## src/rtl/hazard_ctrl.sv

```systemverilog
// Pipeline hazard unit: operand forwarding selects, load-use stall and branch flush.
// Define MULDIV_STALL_EN to add the multi-cycle mul/div busy stall.
module hazard_ctrl #(
  parameter int DIV_CYCLES = 32
) (
  input  logic       clk,
  input  logic       rst,
  input  logic       id_valid,
  input  logic       id_use_rs1,
  input  logic       id_use_rs2,
  input  logic       id_reg_write,
  input  logic       id_mem_read,
  input  logic [4:0] id_rs1,
  input  logic [4:0] id_rs2,
  input  logic [4:0] id_rd,
  input  logic       branch_taken,
  input  logic       md_start,
  output logic [1:0] fwd_a_sel,
  output logic [1:0] fwd_b_sel,
  output logic       stall,
  output logic       flush_if,
  output logic       flush_id,
  output logic       md_busy,
  output logic       md_done
);

  typedef struct packed {
    logic       valid;
    logic [4:0] rd;
    logic       reg_write;
    logic       mem_read;
  } slot_t;

  // Index 0 = ex, 1 = mem, 2 = wb.
  slot_t      r_slot [0:2];
  logic [1:0] r_fwd_a;
  logic [1:0] r_fwd_b;
  logic       w_md_busy;
  logic       w_flush;
  logic       w_load_use;
  logic [1:0] w_hit_rs1;
  logic [1:0] w_hit_rs2;
  logic [1:0] w_sel_a;
  logic [1:0] w_sel_b;

  function automatic logic f_match(input slot_t s, input logic [4:0] src);
    return s.valid && s.reg_write && (s.rd != 5'd0) && (s.rd == src);
  endfunction

  generate
    for (genvar gi = 0; gi < 2; gi++) begin : g_hit
      assign w_hit_rs1[gi] = f_match(r_slot[gi], id_rs1);
      assign w_hit_rs2[gi] = f_match(r_slot[gi], id_rs2);
    end
  endgenerate

  // Newer producer (ex) wins over the older one (mem).
  assign w_sel_a = w_hit_rs1[0] ? 2'd1 : (w_hit_rs1[1] ? 2'd2 : 2'd0);
  assign w_sel_b = w_hit_rs2[0] ? 2'd1 : (w_hit_rs2[1] ? 2'd2 : 2'd0);

  assign w_flush    = branch_taken & ~w_md_busy;
  assign w_load_use = id_valid & r_slot[0].mem_read & ~w_flush & ~w_md_busy &
                      ((id_use_rs1 & w_hit_rs1[0]) | (id_use_rs2 & w_hit_rs2[0]));

  assign stall     = w_load_use | w_md_busy;
  assign flush_if  = w_flush;
  assign flush_id  = w_flush;
  assign fwd_a_sel = r_fwd_a;
  assign fwd_b_sel = r_fwd_b;

  always_ff @(posedge clk) begin
    if (rst) begin
      for (int i = 0; i < 3; i++) begin
        r_slot[i] <= '0;
      end
      r_fwd_a <= 2'd0;
      r_fwd_b <= 2'd0;
    end else if (!w_md_busy) begin
      r_slot[2]           <= r_slot[1];
      r_slot[1]           <= r_slot[0];
      r_slot[0].valid     <= id_valid & ~w_flush & ~w_load_use;
      r_slot[0].rd        <= id_rd;
      r_slot[0].reg_write <= id_reg_write;
      r_slot[0].mem_read  <= id_mem_read;
      r_fwd_a             <= w_load_use ? 2'd0 : w_sel_a;
      r_fwd_b             <= w_load_use ? 2'd0 : w_sel_b;
    end
  end

`ifdef MULDIV_STALL_EN
  localparam int CW = (DIV_CYCLES > 1) ? $clog2(DIV_CYCLES) : 1;

  logic [CW-1:0] r_md_cnt;
  logic          r_md_busy;
  logic          r_md_done;

  // Counter runs DIV_CYCLES-1 down to 0; done is raised during the count-0 cycle.
  always_ff @(posedge clk) begin
    if (rst) begin
      r_md_cnt  <= '0;
      r_md_busy <= 1'b0;
      r_md_done <= 1'b0;
    end else if (r_md_busy) begin
      if (r_md_cnt == '0) begin
        r_md_busy <= 1'b0;
        r_md_done <= 1'b0;
      end else begin
        r_md_cnt  <= r_md_cnt - 1'b1;
        r_md_done <= (r_md_cnt == CW'(1));
      end
    end else if (md_start) begin
      r_md_busy <= 1'b1;
      r_md_cnt  <= CW'(DIV_CYCLES - 1);
      r_md_done <= (DIV_CYCLES == 1);
    end
  end

  assign w_md_busy = r_md_busy;
  assign md_busy   = r_md_busy;
  assign md_done   = r_md_done;
`else
  logic w_unused_md;

  assign w_unused_md = md_start | (DIV_CYCLES < 1);
  assign w_md_busy   = 1'b0;
  assign md_busy     = 1'b0;
  assign md_done     = 1'b0;
`endif

endmodule

```

## config.mk

```make
export PLATFORM = sky130hd
export DESIGN_NAME = hazard_ctrl
export DESIGN_NICKNAME = d
export VERILOG_FILES = /design/src/rtl/hazard_ctrl.sv
export SDC_FILE = /design/constraint.sdc
export NUM_CORES = 1
export LEC_CHECK = 0
export BUFFER_PORTS_ARGS = -buffer_cell sky130_fd_sc_hd__buf_2
export CAP_MARGIN = 0
export CORE_UTILIZATION = 38
export DETAILED_ROUTE_END_ITERATION = 12
export PLACE_DENSITY_LB_ADDON = 0.25
export RECOVER_POWER = 100
export SKIP_CTS_REPAIR_TIMING = 1
export SLEW_MARGIN = 40
export SYNTH_ARGS = -nofsm -noshare
export SYNTH_HDL_FRONTEND = slang
export SYNTH_SLANG_ARGS = --single-unit
```

## constraint.sdc

```tcl
create_clock -name clk -period 3.3 [get_ports clk]
set_input_delay 0.33 -clock clk [delete_from_list [all_inputs] [get_ports clk]]
set_output_delay 0.33 -clock clk [all_outputs]
set_load 0.01 [all_outputs]
```

; Word-level counts from Yosys, hierarchy flattened
; Memories as Yosys holds them, arrays and structs flattened.
; Index checks and enable logic that the tools add are counted.
; W data, S select, Z words.
[totals]
reg_bits = 4
wordCells = 51
output_inout_bits = 9
mem_count = 1
ramBits = 24
[op_classes]
reduce_logical = 13
n_eq_ne = 4
bitwise = 16
n_mux = 13
[memory_table]
columns = name, depth, word_bits, read_ports, rd_ports_with_merged_regs, wr, line
row1 = r_slot, 3, 8, 2, 0, 3, 35  ; slot_t r_slot [0:2];
[op_table]
columns = cell, count
row1 = $eq A5 B5 Y1, 4
row2 = $mux W8, 2
row3 = $reduce_bool A5 Y1, 2
row4 = $logic_and A1 B1 Y1, 8
row5 = $mux W1, 8
row6 = $and A1 B1 Y1, 7
row7 = $or A1 B1 Y1, 7
row8 = $reduce_or A3 Y1, 2
row9 = $mux W5, 1
row10 = $mux W2, 2
row11 = $not A1 Y1, 2
row12 = $reduce_or A2 Y1, 1

; Depth between registers and ports, before layout
; Gate-level depths: netlist (run 1).
; An unclocked memory read counts as a cell.
[depth]
depth_word = 10
depth_mapped = 4

; Least setup slack after synthesis (run 1)
; OpenSTA, ideal clock, no wires.
[synth_timing]
path_kind = register to output
startpoint = mem r_slot[0][3] in the netlist's numbering
endpoint = out stall
arrival_time_ns = 1.476
stages_incl_launch_ff = 5
path_slack_ns = 1.494
path_buffers = 0
t_required_ns = 2.970
path_cell_list = dfxtp_1 -> or4_1 -> o211ai_2 -> nor4_2 -> or2_2
[synth_rtl]
columns = item, line
row1 = "start, declared", 35
row2 = "end, declared", 20  ; output logic stall,

==> results of run 1 <==
==> power by group through the flow <==
stage	sequential, mW	clock [mW]	combinational [mW]
after global placement	0.251	0	0.0569
after floorplan	0.249	0	0.0384
final	0.246	0.115	0.0565
after global routing	0.247	0.128	0.0629
after CTS	0.246	0.121	0.0582
after detailed placement	0.251	0	0.0579
==> critical path, cell delays in order (launching register included) <==
cell                       delay [ps]
sky130_fd_sc_hd__dfxtp_1          370
sky130_fd_sc_hd__or4_1            540
sky130_fd_sc_hd__o211ai_1         340
sky130_fd_sc_hd__nor4_1           180
sky130_fd_sc_hd__or2_2            320
sky130_fd_sc_hd__clkbuf_1         130
==> per-layer routing <==
layer  routed length (um)  vias to the layer above  GRT usage [%]
met3                   97                        4           4.94
met1                  659                      281           14.7
met4                   50                        0           11.4
met5                    0                        -              0
met2                  736                       23           23.0
li1                     -                      345              -
==> placed cells by master, fill, tap and decap left out <==
master                      instances
sky130_fd_sc_hd__buf_2             21
sky130_fd_sc_hd__clkbuf_1           9
sky130_fd_sc_hd__clkbuf_4           3
sky130_fd_sc_hd__conb_1             2
sky130_fd_sc_hd__dfxtp_1           19
sky130_fd_sc_hd__inv_1              1
sky130_fd_sc_hd__nand2_1            3
sky130_fd_sc_hd__nand2b_1           1
sky130_fd_sc_hd__nand3_1            4
sky130_fd_sc_hd__nand4b_1           2
sky130_fd_sc_hd__nor2b_1           14
sky130_fd_sc_hd__nor3_1             4
sky130_fd_sc_hd__nor4_1             4
sky130_fd_sc_hd__nor4b_2            1
sky130_fd_sc_hd__o2111a_1           1
sky130_fd_sc_hd__o2111ai_1          1
sky130_fd_sc_hd__o211ai_1           1
sky130_fd_sc_hd__or2_2              1
sky130_fd_sc_hd__or3_1              1
sky130_fd_sc_hd__or4_1              2
sky130_fd_sc_hd__xnor2_1           14
sky130_fd_sc_hd__xor2_1             6
==> sequential cells by signal, indices dropped and copies added (netlist names) <==
name and count:
r_slot 15, fwd_b_sel 2, fwd_a_sel 2
==> final timing paths <==
check / startpoint / to / slack [ps] / depth (start not counted)
worst min-delay path: id_reg_write / r_slot[0][1] / 230 / 2
worst max-delay path: r_slot[0][3] / stall / 800 / 5
worst max register to register: r_slot[0][3] / r_slot[0][7] / 1410 / 4
worst min register to register: r_slot[0][1] / r_slot[0][9] / 470 / 1
==> area by class of cell <==
type,count,area (sq um),share of cell area [%]
tap,27,33.8,3.31
multi-input combinational,62,440,43.2
timing repair buffer,29,135,13.3
clock buffer,4,26.3,2.58
sequential,19,380,37.3
inverter,1,3.75,0.368
==> metrics by stage <==
stage	setup WS [ps]	total power, mW	area [sq um]	cells
final	798	0.417	1020	142
after global routing	712	0.438	1020	142
after CTS	910	0.425	1040	142
after detailed placement	1250	0.309	1010	138
after global placement	1290	0.308	1010	138
after floorplan	1490	0.288	870	87
==> cells by family after synthesis <==
kind of cell,count (synthesis)
simple gates,37
xor+xnor,20
flops,19
buf+inv,6
compound gates,3
other cells,1
==> impl_metrics.ini, run 1 <==
[global_routing]
grt_usage_pct = 14.2
vias_in_the_first_global_route = 615
grt_first_pass_wirelength_um = 2470
grt_max_degree = 17
antenna_found_initial = 0
grt_remaining_overflow = 0

[setup_path]
timing.critical_path.arrival_ps = 2170
critical_path_required_ps = 2970
path_max_fanout = 4
startpoint_type = register
critPathCaptureType = primary output
path_class = reg -> out

[power_and_ir_drop]
seq_power_share_pct = 58.8
clkPwrFrac_pct = 27.7
peakVddDrop_v = 0.000316
power.internal_mw = 0.316
sw_share_pct = 24.4
power_leakage_nw = 0.400
pwr-share-comb_pct = 13.5
power.density_nw_per_um2 = 409
switchingPower_mw = 0.102

[detailed_routing]
drt-initial-drc-count = 6
drt-total-wl_um = 1540
vias_per_cell = 4.60
detail_route.first_pass.iterations = 4
drc_errors = 0
vias = 653
route.detailed.wl_per_inst_um = 10.9
antenna_left = 0

[yosys]
synth.top_cells.by_area = sky130_fd_sc_hd__dfxtp_1 44%, sky130_fd_sc_hd__xnor2_1 14%, sky130_fd_sc_hd__nor2b_1 10%
synth_top_family_by_area = simple AND/OR/NAND/NOR gates
synth.mux.area_fraction_pct = 0
compound_gate_portion_of_the_synthesized_area_pct = 3.76
synthMostInstantiatedCell = sky130_fd_sc_hd__dfxtp_1
synth_enable_flop_cells = 0
synth_adder_area_share_pct = 0
synthTopCellsByCount = 19 x sky130_fd_sc_hd__dfxtp_1, 14 x sky130_fd_sc_hd__nor2b_1, 14 x sky130_fd_sc_hd__xnor2_1
ys_ff_latch = 19
synth_largest_area_cell = sky130_fd_sc_hd__dfxtp_1
syn_area_sq_um = 866
post_synth_xor_area_fraction_pct = 20.2
yosys.area_share.simple_pct = 27.3
post_synthesis_sequential_area_ratio_pct = 43.9
synth.lib_cells_used.distinct = 22
synth_async_sr_flop_share_pct = 0
synth_top_area_share_pct = 43.9
synth.avg_cell_area_sq_um = 10.1
postSynth.topFlopCell = sky130_fd_sc_hd__dfxtp_1
yosysWarnings = 0
syn_inst = 86

[cts]
path_clk_slew_ps = 100
htreeDepth = 1
tritoncts = yes
cts-buffers-inserted = 3
clock_tree.buffer_depth = 2
tritoncts_num_sinks = 19
clock_latency_ps = 290
clockRootBuffer = sky130_fd_sc_hd__clkbuf_4

[die]
design.die.area_sq_um = 2470
rows = 16
io_pins = 33
dieHeight_um = 49.7
design.core.area_sq_um = 2040
dieWidth_um = 49.7
start_util_pct = 42.4

[timing]
hold-worst-slack_ps = 233
timing.max_slew.rel_slack_pct = 54.1
max_freq_mhz = 400
rsz0062_at_grt = false
final-max-slew-violation-count = 0
setup-violations-final = 0
max_slew.worst_pin.slew_ps = 688
fin_skew_ps = 4.42
setup-tns-final_ps = 0
min_period_ps = 2500
hold_violations = 0
period_share_pct = 75.8

[layout]
layout.nets = 140
drive_gt1_share_pct = 22.6
area_growth_syn_to_layout_pct = 17.8
num_antenna_cells = 0
filler_instances = 206
post-route-util_pct = 49.9

[placed_design]
detailed_place_hpwl_um = 1230
port-buffer-count = 29
place_congestion = 0.819

[flow_run]
drv.max_cap_violation_count = 0

[run_status]
outcome = finished, final reports clean

[min_path]
worst_hold_path_type = in -> reg
Power figures use the tool's default switching activity.
==> run 2, diff against run 1 <==
--- a/config.mk
+++ b/config.mk
@@ -5,6 +5,7 @@
 export SDC_FILE = /design/constraint.sdc
 export NUM_CORES = 1
 export LEC_CHECK = 0
+export ABC_AREA = 1
 export BUFFER_PORTS_ARGS = -buffer_cell sky130_fd_sc_hd__buf_2
 export CAP_MARGIN = 0
 export CORE_UTILIZATION = 38
==> constraint.sdc (replaced) <==
create_clock -name clk -period 2.4 [get_ports clk]
set_input_delay 0.24 -clock clk [delete_from_list [all_inputs] [get_ports clk]]
set_output_delay 0.24 -clock clk [all_outputs]
set_load 0.01 [all_outputs]
==> run 2 against run 1 <==
Against the previous run:
- sequential power grew 37%
- combinational power grew 45%
- critical path depth grew 4
- die area increased by 5.5%
- register-to-register slack lost 360 ps
- core utilization down 1.8 points
- total power is 38% higher
- worst setup slack got worse by 150 ps
==> impl_metrics.ini, run 2 <==
[power_and_ir_drop]
power_leakage_nw = 0.566
power.density_nw_per_um2 = 534
sw_share_pct = 25.2
seq_power_share_pct = 58.7
peakVddDrop_v = 0.000214
clkPwrFrac_pct = 27.1
pwr-share-comb_pct = 14.3
switchingPower_mw = 0.145
power.internal_mw = 0.430

[layout]
post-route-util_pct = 48.1
layout.nets = 185
fin_cells = 188
num_antenna_cells = 0
max_flop_register = r_slot
area_growth_syn_to_layout_pct = 17.3
drive_gt1_share_pct = 16.9
flip_flop_count_of_the_largest_register_after_layout = 15
final_cell_mix = 27 x sky130_fd_sc_hd__nand2_1, 26 x sky130_fd_sc_hd__nor2_1, 24 x sky130_fd_sc_hd__inv_1, 21 x sky130_fd_sc_hd__buf_2, 19 x sky130_fd_sc_hd__dfxtp_1
layout.cells.most_common = sky130_fd_sc_hd__nand2_1

[yosys]
synth_largest_area_cell = sky130_fd_sc_hd__dfxtp_1
synth_enable_flop_cells = 0
synth_async_sr_flop_share_pct = 0
ys_ff_latch = 19
synthTopCellsByCount = 26 x sky130_fd_sc_hd__nand2_1, 26 x sky130_fd_sc_hd__nor2_1, 24 x sky130_fd_sc_hd__inv_1
synth.lib_cells_used.distinct = 15
synth.top_cells.by_area = sky130_fd_sc_hd__dfxtp_1 42%, sky130_fd_sc_hd__nand2_1 11%, sky130_fd_sc_hd__nor2_1 11%
synth.avg_cell_area_sq_um = 6.99
syn_inst = 131
syn_area_sq_um = 916
yosysWarnings = 0
post_synthesis_sequential_area_ratio_pct = 41.5
postSynth.topFlopCell = sky130_fd_sc_hd__dfxtp_1
synth_top_area_share_pct = 41.5

[global_routing]
grt_remaining_overflow = 0
grt_max_degree = 16
antenna_found_initial = 0
grt_usage_pct = 14.6
grt_first_pass_wirelength_um = 2700
vias_in_the_first_global_route = 725

[detailed_routing]
drt-total-wl_um = 1610
route.detailed.wl_per_inst_um = 8.56
vias_per_cell = 4.16
drc_errors = 0
antenna_left = 0
vias = 782
drt-initial-drc-count = 5
detail_route.first_pass.iterations = 3

[timing]
final-max-slew-violation-count = 0
max_freq_mhz = 571
setup-tns-final_ps = 0
setup-violations-final = 0
period_share_pct = 72.9
fin_skew_ps = 3.86
min_period_ps = 1750
timing.max_slew.rel_slack_pct = 57.8
hold_violations = 0
rsz0062_at_grt = false
max_slew.worst_pin.slew_ps = 634

[die]
design.core.area_sq_um = 2230
dieHeight_um = 51.1
rows = 17
design.die.area_sq_um = 2610
dieWidth_um = 51.1
start_util_pct = 41.0
io_pins = 33

[placed_design]
place_congestion = 0.803
placed_cells = 184
port-buffer-count = 29
detailed_place_hpwl_um = 1330

[setup_path]
critPathCaptureType = primary output
startpoint_type = register
path_max_fanout = 4
timing.critical_path.arrival_ps = 1510
critical_path_required_ps = 2160
path_class = reg -> out

[cts]
path_clk_slew_ps = 100
htreeDepth = 1
clockRootBuffer = sky130_fd_sc_hd__clkbuf_4
clock_latency_ps = 290
tritoncts_num_sinks = 19
clock_tree.buffer_depth = 2
tritoncts = yes
cts-buffers-inserted = 3

[run_status]
outcome = finished, final reports clean

[flow_run]
drv.max_cap_violation_count = 0

[min_path]
worst_hold_path_type = in -> reg
-- run 2: kinds of logic after synthesis --
logic type | count (synthesis) | share of synthesized area (%)
buffers and inverters | 31 | 14.3
flip-flops | 19 | 41.5
other | 1 | 0.409
AND/OR/NAND/NOR | 66 | 30.3
XOR/XNOR | 14 | 13.4
-- run 2: path summary, 6_finish.rpt --
| kind | to | slack, ps | start | depth (start not counted) |
|---|---|---|---|---|
| setup / recovery | stall | 650 | r_slot[0][5] | 9 |
| hold / removal | r_slot[0][0] | 140 | id_mem_read | 3 |
| setup reg to reg | fwd_b_sel[0] | 1050 | r_slot[0][5] | 9 |
| hold reg to reg | r_slot[0][15] | 430 | r_slot[0][7] | 2 |
-- run 2: routing by layer --
layer	track usage [%]	part of all wire (%)	up-vias
met5	0	0	-
met1	15.5	47	325
met4	6.94	0.87	0
met2	26.5	46	21
met3	3.57	5.5	2
li1	-	-	434
-- run 2: per-stage QoR --
stage                     worst slack (ps)  area, sq um  hold WS (ps)  power, mW
after global placement                 983         1070           408      0.426
after CTS                              626         1090           131      0.587
after detailed placement               970         1070           413      0.429
after floorplan                       1190          920           311      0.397
final                                  650         1070           143      0.574
after global routing                   462         1070           121      0.611
-- run 2: cell type report --
| class | instances | area [sq um] |
|---|---|---|
| fillers | 245 | 1160 |
| multi-input cells | 82 | 400 |
| flip-flops and latches | 19 | 380 |
| repair buffers | 29 | 135 |
| inverters | 26 | 97.6 |
| well taps | 28 | 35.0 |
| clock buffers | 4 | 26.3 |
-- run 2: power groups by stage --
stage	Sequential, mW	Combinational (mW)	Clock, mW
3_5_place_dp	0.344	0.0846	0
3_3_place_gp	0.344	0.0823	0
2_1_floorplan	0.342	0.0555	0
4_1_cts	0.337	0.0848	0.165
6_report	0.337	0.0819	0.156
5_1_grt	0.339	0.0936	0.178
-- run 2: critical path, cell delays in order (launching register included) --
cell                       delay (ps)
sky130_fd_sc_hd__dfxtp_1          420
sky130_fd_sc_hd__inv_2             50
sky130_fd_sc_hd__nand2_1           50
sky130_fd_sc_hd__nand4_1          100
sky130_fd_sc_hd__nor2_1           160
sky130_fd_sc_hd__nand3_1           80
sky130_fd_sc_hd__nand2_1          100
sky130_fd_sc_hd__nand2_2           60
sky130_fd_sc_hd__inv_1             50
sky130_fd_sc_hd__clkbuf_1         140
==> run 3, diff against run 2 <==
==> constraint.sdc (replaced) <==
create_clock -name clk -period 1.6 [get_ports clk]
set_input_delay 0.16 -clock clk [delete_from_list [all_inputs] [get_ports clk]]
set_output_delay 0.16 -clock clk [all_outputs]
set_load 0.01 [all_outputs]
==> run 3 against run 2 <==
Against the previous run:
- via count up 3.2%
- register-to-register slack worse by 880 ps
- global-route usage up 1.1 points
- core utilization up 3.2 points
- critical path depth up 1
- largest cell class unchanged
==> impl_metrics.ini, run 3 (synthesis results as in run 2) <==
[layout]
post-route-util_pct = 51.3
layout.cells.most_common = sky130_fd_sc_hd__nor2_1
final_cell_mix = 24 x sky130_fd_sc_hd__nor2_1, 22 x sky130_fd_sc_hd__nand2_1, 21 x sky130_fd_sc_hd__buf_2, 19 x sky130_fd_sc_hd__inv_1, 14 x sky130_fd_sc_hd__dfxtp_1
max_flop_register = r_slot
flip_flop_count_of_the_largest_register_after_layout = 15
filler_instances = 227
layout.nets = 186
area_growth_syn_to_layout_pct = 25.1
drive_gt1_share_pct = 30.4
num_antenna_cells = 0

[power_and_ir_drop]
clkPwrFrac_pct = 27.0
power.internal_mw = 0.648
power.density_nw_per_um2 = 766
power_leakage_nw = 0.578
sw_share_pct = 26.1
seq_power_share_pct = 57.7
peakVddDrop_v = 0.000496
pwr-share-comb_pct = 15.3
switchingPower_mw = 0.229

[cts]
htreeDepth = 1
clock_latency_ps = 290
clockRootBuffer = sky130_fd_sc_hd__clkbuf_4
clock_tree.buffer_depth = 2
path_clk_slew_ps = 100
cts-buffers-inserted = 3
tritoncts_num_sinks = 19
tritoncts = yes

[setup_path]
reg2reg_slack_ps = 170
timing.critical_path.arrival_ps = 1420
crit_path_end = stall
path_class = reg -> out
path_max_fanout = 4
reg2reg_depth = 11
crit_path_launch = r_slot[0][3]
worst_path_most_repeated_cell = sky130_fd_sc_hd__nand2_2
endpoint_of_the_worst_slack_reg_to_reg_timing_path = fwd_b_sel[0]
critical_path.slowest_cell = sky130_fd_sc_hd__dfxtp_4
rr_startpoint = r_slot[0][3]
path_cells = inv_4, nand2_2, nand2_1, nand2_1, nor2_2, nand4_1, nand2_2, nand2_2, inv_2, buf_6
critical_path_required_ps = 1440
crit_path_max_incr_delay_ps = 370
startpoint_type = register
critPathCaptureType = primary output

[timing]
rsz0062_at_grt = true
hold-worst-slack_ps = 50.0
setup-violations-final = 0
hold_violations = 0
fin_skew_ps = 1.69
timing.max_slew.rel_slack_pct = 58.1
max_freq_mhz = 631
max_slew.worst_pin.slew_ps = 629
period_share_pct = 99.1
final-max-slew-violation-count = 0
min_period_ps = 1580

[placed_design]
port-buffer-count = 29
detailed_place_hpwl_um = 1400
place_congestion = 0.801

[global_routing]
grt_first_pass_wirelength_um = 2950
vias_in_the_first_global_route = 768
grt-busiest-layer = met2
grt_max_degree = 16
grtUsageMet2_pct = 27.2
grt_usage_pct = 15.7
met1_layer_usage_reported_by_global_route_pct = 17.6
antenna_found_initial = 0
gr-usage-met3_pct = 3.87
grt_remaining_overflow = 0

[detailed_routing]
drc_errors = 0
vias = 807
antenna_left = 0
route.detailed.wl_per_inst_um = 9.16
drt-total-wl_um = 1730
detail_route.first_pass.iterations = 6
vias_per_cell = 4.27
drt-initial-drc-count = 9

[die]
design.die.area_sq_um = 2610
dieHeight_um = 51.1
dieWidth_um = 51.1
io_pins = 33
start_util_pct = 41.0
rows = 17
design.core.area_sq_um = 2230

[run_status]
outcome = finished, final reports clean

[min_path]
worst_hold_path_type = in -> reg

[flow_run]
drv.max_cap_violation_count = 0
[run 3: cell types whose count changed in the layout (fill, tap and decap cells not counted), moves of 2 or more]
cell                      previous run  this run
sky130_fd_sc_hd__nand3_2             0         2
sky130_fd_sc_hd__dfxtp_1            19        14
sky130_fd_sc_hd__inv_1              24        19
sky130_fd_sc_hd__nand2_2             1         6
sky130_fd_sc_hd__dfxtp_2             0         2
sky130_fd_sc_hd__nand2_1            27        22
sky130_fd_sc_hd__inv_2               2         6
sky130_fd_sc_hd__nor2_1             26        24
sky130_fd_sc_hd__nand3_1             5         3
sky130_fd_sc_hd__dfxtp_4             0         3
[run 3: critical path: cells and delay by family (launching register included)]
family,cells,cell delay (ps)
and+or+nand+nor,7,560
DFF,1,370
buffers and inverters,3,200
[run 3: power groups by stage]
stage               Sequential (mW)  Clock (mW)  Combinational, mW
finish                        0.506       0.237              0.135
global route                  0.509       0.263              0.154
CTS                           0.506       0.253              0.128
detailed placement            0.517           0              0.127
global placement              0.516           0              0.123
floorplan                     0.513           0             0.0832
[run 3: per-stage QoR]
| stage | total power, mW | area (sq um) | setup TNS [ps] | std cells | setup WS, ps |
|---|---|---|---|---|---|
| after floorplan | 0.596 | 920 | 0 | 132 | 472 |
| after global placement | 0.640 | 1070 | 0 | 184 | 266 |
| after detailed placement | 0.644 | 1070 | 0 | 184 | 242 |
| after CTS | 0.887 | 1090 | -105 | 188 | -105 |
| after global routing | 0.926 | 1150 | -67.9 | 189 | -67.9 |
| final | 0.878 | 1150 | 0 | 189 | 15.1 |
[run 3: final cells by class]
class / instances / area (sq um) / share of cell area (%)
tap: 28 / 35.0 / 3.06
inverter: 26 / 100 / 8.73
sequential: 19 / 394 / 34.4
clock buffer: 4 / 26.3 / 2.29
multi-input combinational: 82 / 440 / 38.4
timing repair buffer: 30 / 150 / 13.1
[run 3: worst min path at each step]
| stage | from | to | slack, ps | cells past startpoint |
|---|---|---|---|---|
| floorplan | rst | r_slot[0][2] | 230 | 1 |
| global placement | id_mem_read | r_slot[0][0] | 360 | 3 |
| detailed placement | id_rd[2] | r_slot[0][4] | 370 | 3 |
| CTS | id_rd[2] | r_slot[0][4] | 40 | 3 |
| global route | id_rd[4] | r_slot[0][6] | 50 | 3 |
| finish | id_rd[2] | r_slot[0][4] | 50 | 3 |
[run 3: layer usage]
| layer | up-vias | part of all wire (%) | routed length, um |
|---|---|---|---|
| met5 | - | 0 | 0 |
| met4 | 0 | 0.52 | 9 |
| met3 | 2 | 5.7 | 98 |
| met2 | 21 | 47 | 820 |
| met1 | 345 | 46 | 804 |
| li1 | 439 | - | - |
